===== src/rtl/serial_add_pkg.sv =====
`default_nettype none
// ============================================================================
// Module  : serial_add_pkg
// Purpose : Shared types and limits for the bit-serial add sequencer.
// Rev     : 1.0  initial release
// ============================================================================
package serial_add_pkg;

   // Sequencer states
   typedef enum logic [1:0] {
      IDLE = 2'd0,
      RUN  = 2'd1,
      DONE = 2'd2
   } state_t;

   // Legal operand widths
   localparam int MIN_WIDTH = 2;
   localparam int MAX_WIDTH = 64;

endpackage : serial_add_pkg
`default_nettype wire


===== src/rtl/serial_fa_bit.sv =====
`default_nettype none
// ============================================================================
// Module  : serial_fa_bit
// Purpose : One-bit full-add cell built from two half-add stages; the single
//           shared arithmetic resource of the serial sequencer.
// Rev     : 1.0  initial release
// ============================================================================
module serial_fa_bit (
   input  logic a,
   input  logic b,
   input  logic ci,
   output logic s,
   output logic co
);

   logic w_s1;
   logic w_c1;
   logic w_c2;

   // First half-add stage: operand bits
   assign w_s1 = a ^ b;
   assign w_c1 = a & b;

   // Second half-add stage: partial sum with incoming carry
   assign s    = w_s1 ^ ci;
   assign w_c2 = w_s1 & ci;

   // Either stage may generate the carry
   assign co   = w_c1 | w_c2;

endmodule : serial_fa_bit
`default_nettype wire


===== src/rtl/serial_add_ctrl.sv =====
`default_nettype none
// ============================================================================
// Module  : serial_add_ctrl
// Purpose : Bit-serial adder sequencer. Adds two WIDTH-bit operands plus
//           carry-in one bit per clock, LSB first, through a single full-add
//           cell, with valid/ready handshakes on both sides.
//           Optional macro SERIAL_ADD_OVF_EN adds the signed-overflow port.
// Rev     : 1.0  initial release
// ============================================================================
module serial_add_ctrl
   import serial_add_pkg::*;
#(
   parameter int WIDTH = 8
) (
   input  logic             clk,
   input  logic             rst_n,
   input  logic             in_valid,
   output logic             in_ready,
   input  logic [WIDTH-1:0] a,
   input  logic [WIDTH-1:0] b,
   input  logic             cin,
   output logic             out_valid,
   input  logic             out_ready,
   output logic [WIDTH-1:0] sum,
   output logic             cout,
   output logic             busy
`ifdef SERIAL_ADD_OVF_EN
   ,
   output logic             ovf
`endif
);

   // Counter is one bit wider than the index range so it never wraps
   localparam int CNT_W = $clog2(WIDTH) + 1;
   localparam logic [CNT_W-1:0] C_LAST = CNT_W'(WIDTH - 1);

   state_t             r_state;
   logic [WIDTH-1:0]   r_a_sr;
   logic [WIDTH-1:0]   r_b_sr;
   logic [WIDTH-1:0]   r_sum_sr;
   logic               r_carry;
   logic [CNT_W-1:0]   r_cnt;
   logic               r_out_valid;
   logic               r_busy;
   logic               r_cout;
`ifdef SERIAL_ADD_OVF_EN
   logic               r_ovf;
`endif

   logic               w_s;
   logic               w_co;

   // The one shared full-add cell, fed from the shift-register LSBs
   serial_fa_bit u_fa (
      .a  (r_a_sr[0]),
      .b  (r_b_sr[0]),
      .ci (r_carry),
      .s  (w_s),
      .co (w_co)
   );

   // Sequencer FSM with datapath shift registers and registered outputs
   always_ff @(posedge clk or negedge rst_n) begin
      if (!rst_n) begin
         r_state     <= IDLE;
         r_a_sr      <= '0;
         r_b_sr      <= '0;
         r_sum_sr    <= '0;
         r_carry     <= 1'b0;
         r_cnt       <= '0;
         r_out_valid <= 1'b0;
         r_busy      <= 1'b0;
         r_cout      <= 1'b0;
`ifdef SERIAL_ADD_OVF_EN
         r_ovf       <= 1'b0;
`endif
      end else begin
         case (r_state)
            IDLE: begin
               if (in_valid) begin
                  r_a_sr  <= a;
                  r_b_sr  <= b;
                  r_carry <= cin;
                  r_cnt   <= '0;
                  r_cout  <= 1'b0;
`ifdef SERIAL_ADD_OVF_EN
                  r_ovf   <= 1'b0;
`endif
                  r_busy  <= 1'b1;
                  r_state <= RUN;
               end
            end
            RUN: begin
               r_a_sr   <= r_a_sr >> 1;
               r_b_sr   <= r_b_sr >> 1;
               r_sum_sr <= {w_s, r_sum_sr[WIDTH-1:1]};
               r_carry  <= w_co;
               r_cnt    <= r_cnt + 1'b1;
               if (r_cnt == C_LAST) begin
                  r_cout      <= w_co;
`ifdef SERIAL_ADD_OVF_EN
                  // Carry into the MSB differs from carry out of it
                  r_ovf       <= r_carry ^ w_co;
`endif
                  r_out_valid <= 1'b1;
                  r_state     <= DONE;
               end
            end
            DONE: begin
               if (out_ready) begin
                  r_out_valid <= 1'b0;
                  r_busy      <= 1'b0;
                  r_state     <= IDLE;
               end
            end
            default: begin
               r_state     <= IDLE;
               r_out_valid <= 1'b0;
               r_busy      <= 1'b0;
            end
         endcase
      end
   end

   // in_ready is decoded from the state register only
   assign in_ready  = (r_state == IDLE);
   assign out_valid = r_out_valid;
   assign busy      = r_busy;
   assign sum       = r_sum_sr;
   assign cout      = r_cout;
`ifdef SERIAL_ADD_OVF_EN
   assign ovf       = r_ovf;
`endif

endmodule : serial_add_ctrl
`default_nettype wire


===== config.mk =====
export PLATFORM = sky130hd
export DESIGN_NAME = serial_add_ctrl
export DESIGN_NICKNAME = d
export VERILOG_FILES = /design/src/rtl/serial_add_pkg.sv /design/src/rtl/serial_fa_bit.sv /design/src/rtl/serial_add_ctrl.sv
export SDC_FILE = /design/constraint.sdc
export NUM_CORES = 1
export LEC_CHECK = 0
export CORE_ASPECT_RATIO = 1.4
export CORE_MARGIN = 2
export CORE_UTILIZATION = 29
export DETAILED_ROUTE_END_ITERATION = 16
export GPL_ROUTABILITY_DRIVEN = 0
export PLACE_DENSITY = 0.63
export SYNTH_ARGS = -nofsm -noshare
export SYNTH_HDL_FRONTEND = slang
export SYNTH_SLANG_ARGS = --single-unit

===== constraint.sdc =====
create_clock -name clk -period 1.9 [get_ports clk]
set_clock_uncertainty 0.05 [all_clocks]
set_input_delay 0.19 -clock clk [delete_from_list [all_inputs] [get_ports clk]]
set_output_delay 0.19 -clock clk [all_outputs]
set_load 0.01 [all_outputs]

# Word level (Yosys, flattened, before mapping)
# Cells that the tools add are included.
dict set report totals {
  register_bits 34
  in_bits 21
  output_inout_bits 12
}
dict set report classes {
  add_sub_neg 1
  n_eq_ne 6
  n_mux 20
  bitwise_logic 7
  reduce_logical 7
}
# cell count
set ops {}
lappend ops {{$pmux W8 S2} 2}
lappend ops {{$mux W8} 2}
lappend ops {{$reduce_and A3 Y1} 4}
lappend ops {{$pmux W4 S2} 1}
lappend ops {{$mux W1} 6}
lappend ops {{$mux W2} 3}
lappend ops {{$ne A2 B2 Y1 const B} 3}
lappend ops {{$pmux W1 S3} 2}
lappend ops {{$pmux W2 S3} 1}
lappend ops {{$add A4 B1 Y4 const B} 1}
lappend ops {{$eq A4 B3 Y1 const B} 1}
lappend ops {{$mux W4} 1}
lappend ops {{$pmux W1 S2} 2}
lappend ops {{$and A1 B1 Y1} 2}
lappend ops {{$eq A2 B1 Y1 const B} 1}
lappend ops {{$eq A2 B2 Y1 const B} 1}
lappend ops {{$logic_not A2 Y1} 1}
lappend ops {{$not A1 Y1} 2}
lappend ops {{$reduce_and A2 Y1} 1}
lappend ops {{$reduce_bool A2 Y1} 1}
lappend ops {{$xor A1 B1 Y1} 2}
lappend ops {{$or A1 B1 Y1} 1}

# Longest topological paths before layout
# Gate-level depths: netlist of the first run.
dict set report depth {
  ltp_word 5
  depth_mapped 5
  mapped_depth_nobuf 4
}

# Hierarchy
# A second synthesis of the first run with hierarchy kept.
dict set report hier_totals {
  cells_unflattened 148
  hier_area_um2 1467.7
}
# module n_inst cells_each area_per_inst_um2
set by_module_without_submodules {}
lappend by_module_without_submodules {serial_add_ctrl 1 147 1447.6}
lappend by_module_without_submodules {serial_fa_bit 1 1 20.0}

# Least setup slack after synthesis of the first run
# OpenSTA, ideal clock, no wires.
dict set report synth_timing {
  kind {register -> register}
  startpoint {register r_carry}
  endpoint {register r_carry}
  setup_ps 135
  arrival_ps 1053
  path_slack_ps 662
  stages_incl_launch_ff 4
  n_path_buf 0
  path_cell_list {dfrtp_1 -> fa_1 -> a22oi_1 -> o21ai_0}
}
dict set report synth_between {
  elab_chain_len 3
}
# item line_no
set synth_rtl {}
lappend synth_rtl {{from (decl)} serial_add_ctrl.sv:41} ;# logic r_carry;
lappend synth_rtl {{from (signal assigned)} serial_add_ctrl.sv:83} ;# r_carry <= cin;
lappend synth_rtl {{from (signal assigned)} serial_add_ctrl.sv:97} ;# r_carry <= w_co;
lappend synth_rtl {{$and A1 B1 Y1} serial_fa_bit.sv:26} ;# assign w_c2 = w_s1 & ci;
lappend synth_rtl {{$or A1 B1 Y1} serial_fa_bit.sv:29} ;# assign co = w_c1 | w_c2;
lappend synth_rtl {{$pmux W1 S2} serial_add_ctrl.sv:78} ;# case (r_state)
# Every way passes these cells.
# A chain may end at the register's enable or synchronous reset.

# Worst setup path after layout of the first run
dict set report layout_timing {
  startpoint {register r_state[1]}
  endpoint {output port in_ready}
}
dict set report layout_between {
  elab_chain_len 1
}
# item line_no
set layout_rtl {}
lappend layout_rtl {{from (decl)} serial_add_ctrl.sv:37} ;# state_t r_state;
lappend layout_rtl {{from (signal assigned)} serial_add_ctrl.sv:65} ;# r_state <= IDLE;
lappend layout_rtl {{from (signal assigned)} serial_add_ctrl.sv:90} ;# r_state <= RUN;
lappend layout_rtl {{from (signal assigned)} serial_add_ctrl.sv:106} ;# r_state <= DONE;
lappend layout_rtl {{$logic_not A2 Y1} serial_add_ctrl.sv:126} ;# assign in_ready = (r_state == IDLE);
lappend layout_rtl {{to (decl)} serial_add_ctrl.sv:18} ;# output logic in_ready,
# Every way passes these cells.

==> results.json, run 1 <==
{
  "run_status": "complete, no violations",
  "post_drt_via_cell_ratio": 4.591,
  "place_inst": 249,
  "ys_top_cells_by_count": "47 x nand2_1, 34 x dfrtp_1, 14 x a22oi_1, 10 x o21ai_0, 9 x o21ai_1",
  "cts_max_path_buffers": 2,
  "die_h_microns": 89.60,
  "p_clk_share_pct": 19.6,
  "boundaryPins": 33,
  "finalHoldViolations": 0,
  "initial_core_utilization_pct": 29.64,
  "ant_nets": 0,
  "cts_buffers": 5,
  "unrepaired_setup_endpoints_after_global_routing": "false",
  "worst_ep_required_time_ns": 1.66,
  "cp-end-kind": "output pin",
  "ys_dominant_reg_cell": "dfrtp_1",
  "num_vias": 1180,
  "synth_enable_flop_cells": 0,
  "clk_pin_slew_worst_paths_ns": 0.07,
  "p_sw_mw": 0.9639,
  "total_track_usage_pct": 12.79,
  "fin_crit_sh_pct": 91.92,
  "dpl-instance-area_sq_um": 1921,
  "crit_arrival_ns": 1.51,
  "number_of_antenna_violations_at_the_first_check_in_global_routing": 0,
  "final_area_sq_um": 2017,
  "syn_area_per_cell_sq_um": 9.920,
  "design.final.nets": 213,
  "p_seq_share_pct": 42.8,
  "power_per_cell_area_nw_per_um2": 1396,
  "power_report.internal_total_mw": 1.851,
  "vias_in_the_first_global_route": 1186,
  "timing.setup.tns_ns": 0,
  "synthArstFlopShare_pct": 100.0,
  "power.ir.vdd_worst_v": 0.0005363,
  "post_route_cells_drive_above_1_share_pct": 10.99,
  "rrSetupSlack_ns": 0.44,
  "drt-pass1-iter-count": 4,
  "setup.worst_path.start_class": "flop",
  "synth_cell_type_count": 29,
  "finalCriticalPeriod_ns": 1.746,
  "grt_overflow_total": 0,
  "drt_wl_total_microns": 3180,
  "power_leakage_nw": 0.8878,
  "fmax_mhz": 572.6,
  "yosysTopAreaCell": "dfrtp_1",
  "h-tree-depth": 2,
  "cts_sinks": 34,
  "areaGrowthSynthToFinish_pct": 32.89,
  "utilization_pct": 39.39,
  "dp_hpwl_microns": 2241,
  "synth_area_sq_um": 1518,
  "number_of_design_rule_violations_left_after_detail_routing": 0,
  "floorplan.core_area_sq_um": 5120,
  "routedWlPerCell_microns": 12.37,
  "floorplan_row_count": 31,
  "timing.max_slew.rel_slack_pct": 70.98,
  "synth_fp_nets": 176,
  "cap_viol_max_count": 0,
  "antenna_cells": 0,
  "combinational_fraction_of_design_power_pct": 37.6,
  "synth-seq-area-share_pct": 56.06,
  "yosysMostFrequentCell": "nand2_1",
  "post-synth-top-area-fraction_pct": 56.06,
  "drt_first_iter_violations": 42,
  "gate_count_of_the_mapped_netlist": 153,
  "cts_root_buf": "clkbuf_8",
  "ys_warn_count": 0,
  "timing_worst_slew_pin_value_ns": 0.4352,
  "io_buffers": 32,
  "insertion_delay_ns": 0.29,
  "min-delay-path-class": "in2async",
  "fp.dieArea_sq_um": 5836,
  "timing.final.setup_violations": 0,
  "final-instance-count-excl-fill": 257,
  "synthTopCellsByArea": "dfrtp_1 56%, nand2_1 12%, a22oi_1 6.9%",
  "slew_viol_final": 0,
  "ys_seq_elements": 34,
  "grt_first_pass_wirelength_microns": 5561,
  "die_x_microns": 65.14,
  "critical_path_class": "reg2out",
  "swShare_pct": 34.24,
  "cell_count_of_the_worst_reg_to_reg_path": 4,
  "worstPathMaxFanout": 11,
  "tritoncts": "yes",
  "pin_count_of_the_biggest_net_entering_global_routing": 35
}
through the flow:
stage | total power, mW | setup slack [ns] | hold WS (ns)
2_1_floorplan | 1.860 | 0.6620 | -0.1556
3_3_place_gp | 2.270 | 0.3566 | 0.4111
3_5_place_dp | 2.299 | 0.3042 | 0.4206
4_1_cts | 2.868 | 0.09557 | 0.2746
5_1_grt | 3.073 | 0.05117 | 0.3033
6_report | 2.815 | 0.1535 | 0.2637
worst max-delay path, stage by stage (launching register included):
cell             delay [ns]
dfrtp_2                0.48
nor2_1                 0.18
clkdlybuf4s50_1        0.56
flip-flops by register name (all words and copies together) (netlist names):
name       count
sum            8
r_a_sr         8
busy           1
r_state        2
r_b_sr         8
r_carry        1
r_cnt          4
out_valid      1
cout           1
logic make-up (layout without fill, tap and decap cells):
logic type | count (synthesis) | in the layout | synth area share [%]
simple gates | 64 | 64 | 19.04
compound gates | 40 | 40 | 17.15
flops | 34 | 34 | 56.06
buf+inv | 11 | 49 | 4.204
fa+ha+maj | 2 | 2 | 2.143
mux | 2 | 2 | 1.401
area by class of cell:
class / instances / area (sq um)
fillers: 527 / 3103
flip-flops and latches: 34 / 852.1
multi-input cells: 108 / 603.1
repair buffers: 40 / 380.4
clock buffers: 6 / 82.58
well taps: 66 / 82.58
clock inverters: 2 / 12.51
inverters: 1 / 3.754
worst paths after layout:
path / start / end
max: r_state[1] / in_ready
min: rst_n / r_cnt[2]
max reg2reg: r_state[1] / r_cnt[3]
min reg2reg: sum[0] / sum[0]
max in group asynchronous: rst_n / r_state[1]
min in group clk: sum[0] / sum[0]
cell usage in the layout, fill, tap and decap left out, drive strengths merged, types with 4 or more instances in the layout:
master         synthesis  final
a22oi                 14     14
buf                    9      8
nand2                 47     47
nand3                  4      4
nor2                   5      5
o21ai                 19     19
dfrtp                 34     34
clkbuf                 1      6
clkdlybuf4s50          0     32
metal layers:
metal	GRT usage, %	vias to the layer above	wire [microns]
met5	0	-	0
met2	20.90	29	1549
met1	15.73	549	1421
met4	5.682	0	57
met3	3.865	6	151
li1	-	596	-
power by group through the flow:
stage          combinational, mW  clock, mW  sequential, mW
2_1_floorplan              0.644          0            1.22
3_3_place_gp                1.05          0            1.22
3_5_place_dp                1.08          0            1.22
4_1_cts                     1.08      0.580            1.21
5_1_grt                     1.21      0.612            1.25
6_report                    1.06      0.551            1.20
timing repair:
item                                    4_1_cts  5_1_grt
hold endpoints to repair                      0        0
buffers inserted                              0        0
resized for setup                             0        1
endpoints found under the setup margin        0        1
hold buffers                                  0        0
No activity file was read; power rests on OpenSTA's default activity.
==> run 2, diff against run 1 <==
ABC_AREA = 1   (was unset)
ABC_CLOCK_PERIOD_IN_PS = 1900   (was unset)
SKIP_CTS_REPAIR_TIMING = 1   (was unset)
==> results.json, run 2 <==
{
  "post_drt_via_cell_ratio": 4.537,
  "ys_seq_elements": 34,
  "die_h_microns": 89.67,
  "post-synth-top-area-fraction_pct": 55.97,
  "num_vias": 1225,
  "power.ir.vdd_worst_v": 0.0004795,
  "power_mw": 2.858,
  "synth_area_sq_um": 1520,
  "areaGrowthSynthToFinish_pct": 29.38,
  "min-delay-path-class": "in2async",
  "routedWlPerCell_microns": 11.97,
  "floorplan_row_count": 31,
  "timing_worst_slew_pin_value_ns": 0.4262,
  "gate_count_of_the_mapped_netlist": 169,
  "number_of_design_rule_violations_left_after_detail_routing": 0,
  "design.final.nets": 226,
  "fin_crit_sh_pct": 86.26,
  "timing.final.ws_setup_ns": 0.2610,
  "cp-end-kind": "output pin",
  "io_buffers": 32,
  "dp_hpwl_microns": 2096,
  "cts_root_buf": "clkbuf_8",
  "drt-pass1-iter-count": 4,
  "timing.setup.tns_ns": 0,
  "yosysMostFrequentCell": "nand2_1",
  "worstPathMaxFanout": 4,
  "pre_cts_slack_ns": 0.5538,
  "mostFrequentLayoutCell": "nand2_1",
  "rrSetupSlack_ns": 0.59,
  "total_track_usage_pct": 12.59,
  "boundaryPins": 33,
  "synth_cell_type_count": 21,
  "grt_overflow_total": 0,
  "synthArstFlopShare_pct": 100.0,
  "syn_area_per_cell_sq_um": 8.995,
  "ant_nets": 0,
  "dpl-instance-area_sq_um": 1876,
  "setup.worst_path.start_class": "flop",
  "synth-seq-area-share_pct": 55.97,
  "filler_instances": 556,
  "worst_ep_required_time_ns": 1.66,
  "post_route_cells_drive_above_1_share_pct": 7.843,
  "drt_wl_total_microns": 3232,
  "cts_max_path_buffers": 2,
  "unrepaired_setup_endpoints_after_global_routing": "false",
  "floorplan.core_area_sq_um": 5120,
  "startpoint_of_the_lowest_slack_register_to_register_path": "r_state[1]",
  "mostFrequentLayoutCells": "55 x nand2_1, 39 x nand3_1, 34 x dfrtp_1, 32 x clkdlybuf4s50_1, 9 x inv_1",
  "slew_viol_final": 0,
  "drt_first_iter_violations": 108,
  "ys_dominant_reg_cell": "dfrtp_1",
  "initial_core_utilization_pct": 29.69,
  "cts_buffers": 5,
  "die_x_microns": 65.19,
  "ys_warn_count": 0,
  "cell_count_of_the_worst_reg_to_reg_path": 6,
  "run_status": "complete, no violations",
  "grt_first_pass_wirelength_microns": 5609,
  "clk_pin_slew_worst_paths_ns": 0.07,
  "crit_arrival_ns": 1.40,
  "tritoncts": "yes",
  "cts_sinks": 34,
  "antenna_cells": 0,
  "finalCriticalPeriod_ns": 1.639,
  "synth_fp_nets": 192,
  "synth_enable_flop_cells": 0,
  "vias_in_the_first_global_route": 1230,
  "yosysTopAreaCell": "dfrtp_1",
  "power_per_cell_area_nw_per_um2": 1453,
  "h-tree-depth": 2,
  "fp.dieArea_sq_um": 5845,
  "crit-reg2reg-capture": "cout",
  "power_leakage_nw": 0.9326,
  "synthTopCellsByArea": "dfrtp_1 56%, nand2_1 14%, nand3_1 13%",
  "timing.max_slew.rel_slack_pct": 71.59,
  "final_area_sq_um": 1967,
  "number_of_antenna_violations_at_the_first_check_in_global_routing": 0,
  "insertion_delay_ns": 0.29,
  "timing.final.setup_violations": 0,
  "ys_top_cells_by_count": "55 x nand2_1, 39 x nand3_1, 34 x dfrtp_1, 9 x inv_1, 7 x o21ai_0",
  "fmax_mhz": 610.1,
  "finalHoldViolations": 0,
  "cap_viol_max_count": 0,
  "critical_path_class": "reg2out",
  "pin_count_of_the_biggest_net_entering_global_routing": 35
}
==> run 2: report_power, final <==
group / total [mW] / leakage, nW / switching (mW) / internal, mW
Sequential: 1.22 / 0.434 / 0.205 / 1.01
Combinational: 1.09 / 0.450 / 0.602 / 0.489
Clock: 0.546 / 0.0482 / 0.254 / 0.292
Total: 2.86 / 0.933 / 1.06 / 1.80
==> run 2: cells by family (layout without fill, tap and decap cells) <==
| family | count (synthesis) | after routing | share of synthesized area (%) |
|---|---|---|---|
| simple gates | 101 | 101 | 29.71 |
| flops | 34 | 34 | 55.97 |
| buf+inv | 19 | 54 | 7.654 |
| compound gates | 12 | 12 | 3.950 |
| fa+ha+maj | 2 | 2 | 2.140 |
| xor+xnor | 1 | 1 | 0.5762 |
==> run 2: per-layer routing <==
metal	global-route usage (%)	wire length (microns)
met5	0	0
met4	3.977	40
met3	4.613	196
met2	19.20	1531
met1	16.77	1464
==> run 2: final cells by class <==
class | count | area (sq um) | area share, %
Sequential cell | 34 | 850.8 | 43.26
Clock buffer | 7 | 86.33 | 4.389
Inverter | 11 | 46.29 | 2.354
Clock inverter | 1 | 5.005 | 0.2545
Multi-Input combinational cell | 116 | 553.0 | 28.12
Timing Repair Buffer | 35 | 342.8 | 17.43
Tap cell | 66 | 82.58 | 4.198
==> run 2: stage by stage <==
step                instances  util [%]  hold WS (ns)
floorplan                 169         -       -0.1556
global placement          262     36.63        0.4249
detailed placement        262     36.63        0.4263
CTS                       270     38.42        0.2769
global route              270     38.42        0.3058
finish                    270     38.42        0.2591
==> run 2: worst max path at each step <==
stage	start	to	slack, ns
floorplan	r_carry	sum[7]	0.77
global placement	r_state[0]	in_ready	0.57
detailed placement	in_valid	r_cnt[0]	0.55
CTS	r_state[0]	in_ready	0.25
global route	r_state[0]	in_ready	0.18
finish	r_state[0]	in_ready	0.26
==> run 2: worst max-delay path, cell delays in order, from the launching register on <==
cell and delay (ns):
dfrtp_1 0.44, nor2_2 0.13, clkdlybuf4s50_1 0.54
==> run 3, diff against run 2 <==
ABC_AREA = unset   (was 1)
CORE_UTILIZATION = 45   (was 29)
PLACE_DENSITY = 0.84   (was 0.63)
==> results.json, run 3 (synthesized netlist as in run 1, its figures left out) <==
{
  "run_status": "complete, no violations",
  "h-tree-depth": 2,
  "timing.critical_path.slowest_cell_delay_ns": 0.57,
  "number_of_antenna_violations_at_the_first_check_in_global_routing": 0,
  "critical_path.cell_chain": "nor2_1, clkdlybuf4s50_1",
  "post_drt_via_cell_ratio": 5.555,
  "drt-pass1-iter-count": 4,
  "cp-end-kind": "output pin",
  "slew_viol_final": 0,
  "fp.dieArea_sq_um": 3860,
  "worst_path_dominant_cell_family": "buffers and inverters",
  "grt_overflow_total": 0,
  "insertion_delay_ns": 0.28,
  "grt_first_pass_wirelength_microns": 5099,
  "timing.max_slew.rel_slack_pct": 72.57,
  "final_area_sq_um": 1956,
  "globalRouteMet2Util_pct": 30.56,
  "post_route_cells_drive_above_1_share_pct": 8.511,
  "dp_hpwl_microns": 2197,
  "boundaryPins": 33,
  "min-delay-path-class": "in2async",
  "timing.setup.tns_ns": 0,
  "cts_buffers": 5,
  "drt_first_iter_violations": 42,
  "cap_viol_max_count": 0,
  "unrepaired_setup_endpoints_after_global_routing": "false",
  "initial_core_utilization_pct": 47.68,
  "total_track_usage_pct": 18.44,
  "power.ir.vdd_worst_v": 0.0008277,
  "timing.critical_path.buf_inv": 1,
  "areaGrowthSynthToFinish_pct": 28.85,
  "die_x_microns": 53.08,
  "clk_pin_slew_worst_paths_ns": 0.06,
  "critical_path_class": "reg2out",
  "setup.worst_path.start_class": "flop",
  "grt_peak_use_layer": "met2",
  "worst_ep_required_time_ns": 1.66,
  "number_of_design_rule_violations_left_after_detail_routing": 0,
  "vias_in_the_first_global_route": 1188,
  "timing_worst_slew_pin_value_ns": 0.4115,
  "num_vias": 1261,
  "design.final.nets": 210,
  "fin_crit_sh_pct": 87.97,
  "finalCriticalPeriod_ns": 1.672,
  "cts_max_path_buffers": 2,
  "worstPathMaxFanout": 3,
  "die_h_microns": 72.72,
  "grt_util_met3_pct": 5.943,
  "critical_path.slowest_cell": "clkdlybuf4s50_1",
  "cts_root_buf": "clkbuf_8",
  "io_buffers": 32,
  "timing.final.setup_violations": 0,
  "routedWlPerCell_microns": 13.68,
  "cts_sinks": 34,
  "floorplan_row_count": 24,
  "power_per_cell_area_nw_per_um2": 1428,
  "antenna_cells": 0,
  "tritoncts": "yes",
  "fmax_mhz": 598.3,
  "drt_wl_total_microns": 3106,
  "ant_nets": 0,
  "finalHoldViolations": 0,
  "mostFrequentLayoutCells": "47 x nand2_1, 34 x dfrtp_1, 32 x clkdlybuf4s50_1, 14 x a22oi_1, 10 x o21ai_0",
  "crit_arrival_ns": 1.43,
  "floorplan.core_area_sq_um": 3183,
  "power_leakage_nw": 0.8764,
  "mostFrequentLayoutCell": "nand2_1",
  "dpl-instance-area_sq_um": 1864,
  "pin_count_of_the_biggest_net_entering_global_routing": 35,
  "grt_util_met1_pct": 20.74
}
run 3: cell types whose count changed in the layout (fill, tap and decap cells not counted), sizes merged, moves of 3 or more:
cell   before  now
inv        11    1
nor2        2    5
a22oi       0   14
nand2      57   47
nand3      40    4
o21ai      10   19
run 3: layer usage:
layer / up-vias / wire length [microns]
met5: - / 0
met4: 0 / 87
met3: 10 / 164
met2: 42 / 1570
met1: 617 / 1283
li1: 592 / -
run 3: path summary, 6_finish.rpt:
check                      startpoint  slack (ns)   endpoint  cells past startpoint
min reg2reg                    sum[0]        0.44     sum[0]                      2
max in group asynchronous       rst_n        1.24  r_b_sr[3]                      2
max                        r_state[1]        0.23   in_ready                      2
min in group clk               sum[0]        0.44     sum[0]                      2
max reg2reg                r_state[0]        0.48  r_b_sr[0]                      4
min                             rst_n        0.26     sum[2]                      2
run 3: worst reg2reg max path, cell delays in order, from the launching register on:
cell and delay [ns]:
dfrtp_1 0.38, buf_4 0.23, nor2b_4 0.34, a22oi_1 0.13, o21ai_0 0.20
run 3: layout make-up:
| class | count | area (sq um) |
|---|---|---|
| well taps | 39 | 48.80 |
| inverters | 1 | 3.754 |
| fillers | 280 | 1227 |
| flip-flops and latches | 34 | 850.8 |
| clock buffers | 7 | 86.33 |
| clock inverters | 1 | 5.005 |
| multi-input cells | 108 | 603.1 |
| repair buffers | 37 | 357.8 |
run 3: report_power, final:
group / internal, mW / switching (mW) / leakage, nW / total, mW
clock: 0.292 / 0.243 / 0.0482 / 0.535
sequential: 1.01 / 0.198 / 0.436 / 1.20
combinational: 0.528 / 0.525 / 0.392 / 1.05
run 3: per-stage QoR:
step	worst slack (ns)	util (%)	std cells	hold slack, ns	total power [mW]
after floorplan	0.6620	-	153	-0.1556	1.860
after global placement	0.4086	58.57	219	0.4087	2.195
after detailed placement	0.2841	58.57	219	0.4274	2.277
after CTS	0.2027	61.44	227	0.2687	2.823
after global routing	0.1633	61.44	227	0.2989	2.994
final	0.2285	61.44	227	0.2552	2.792
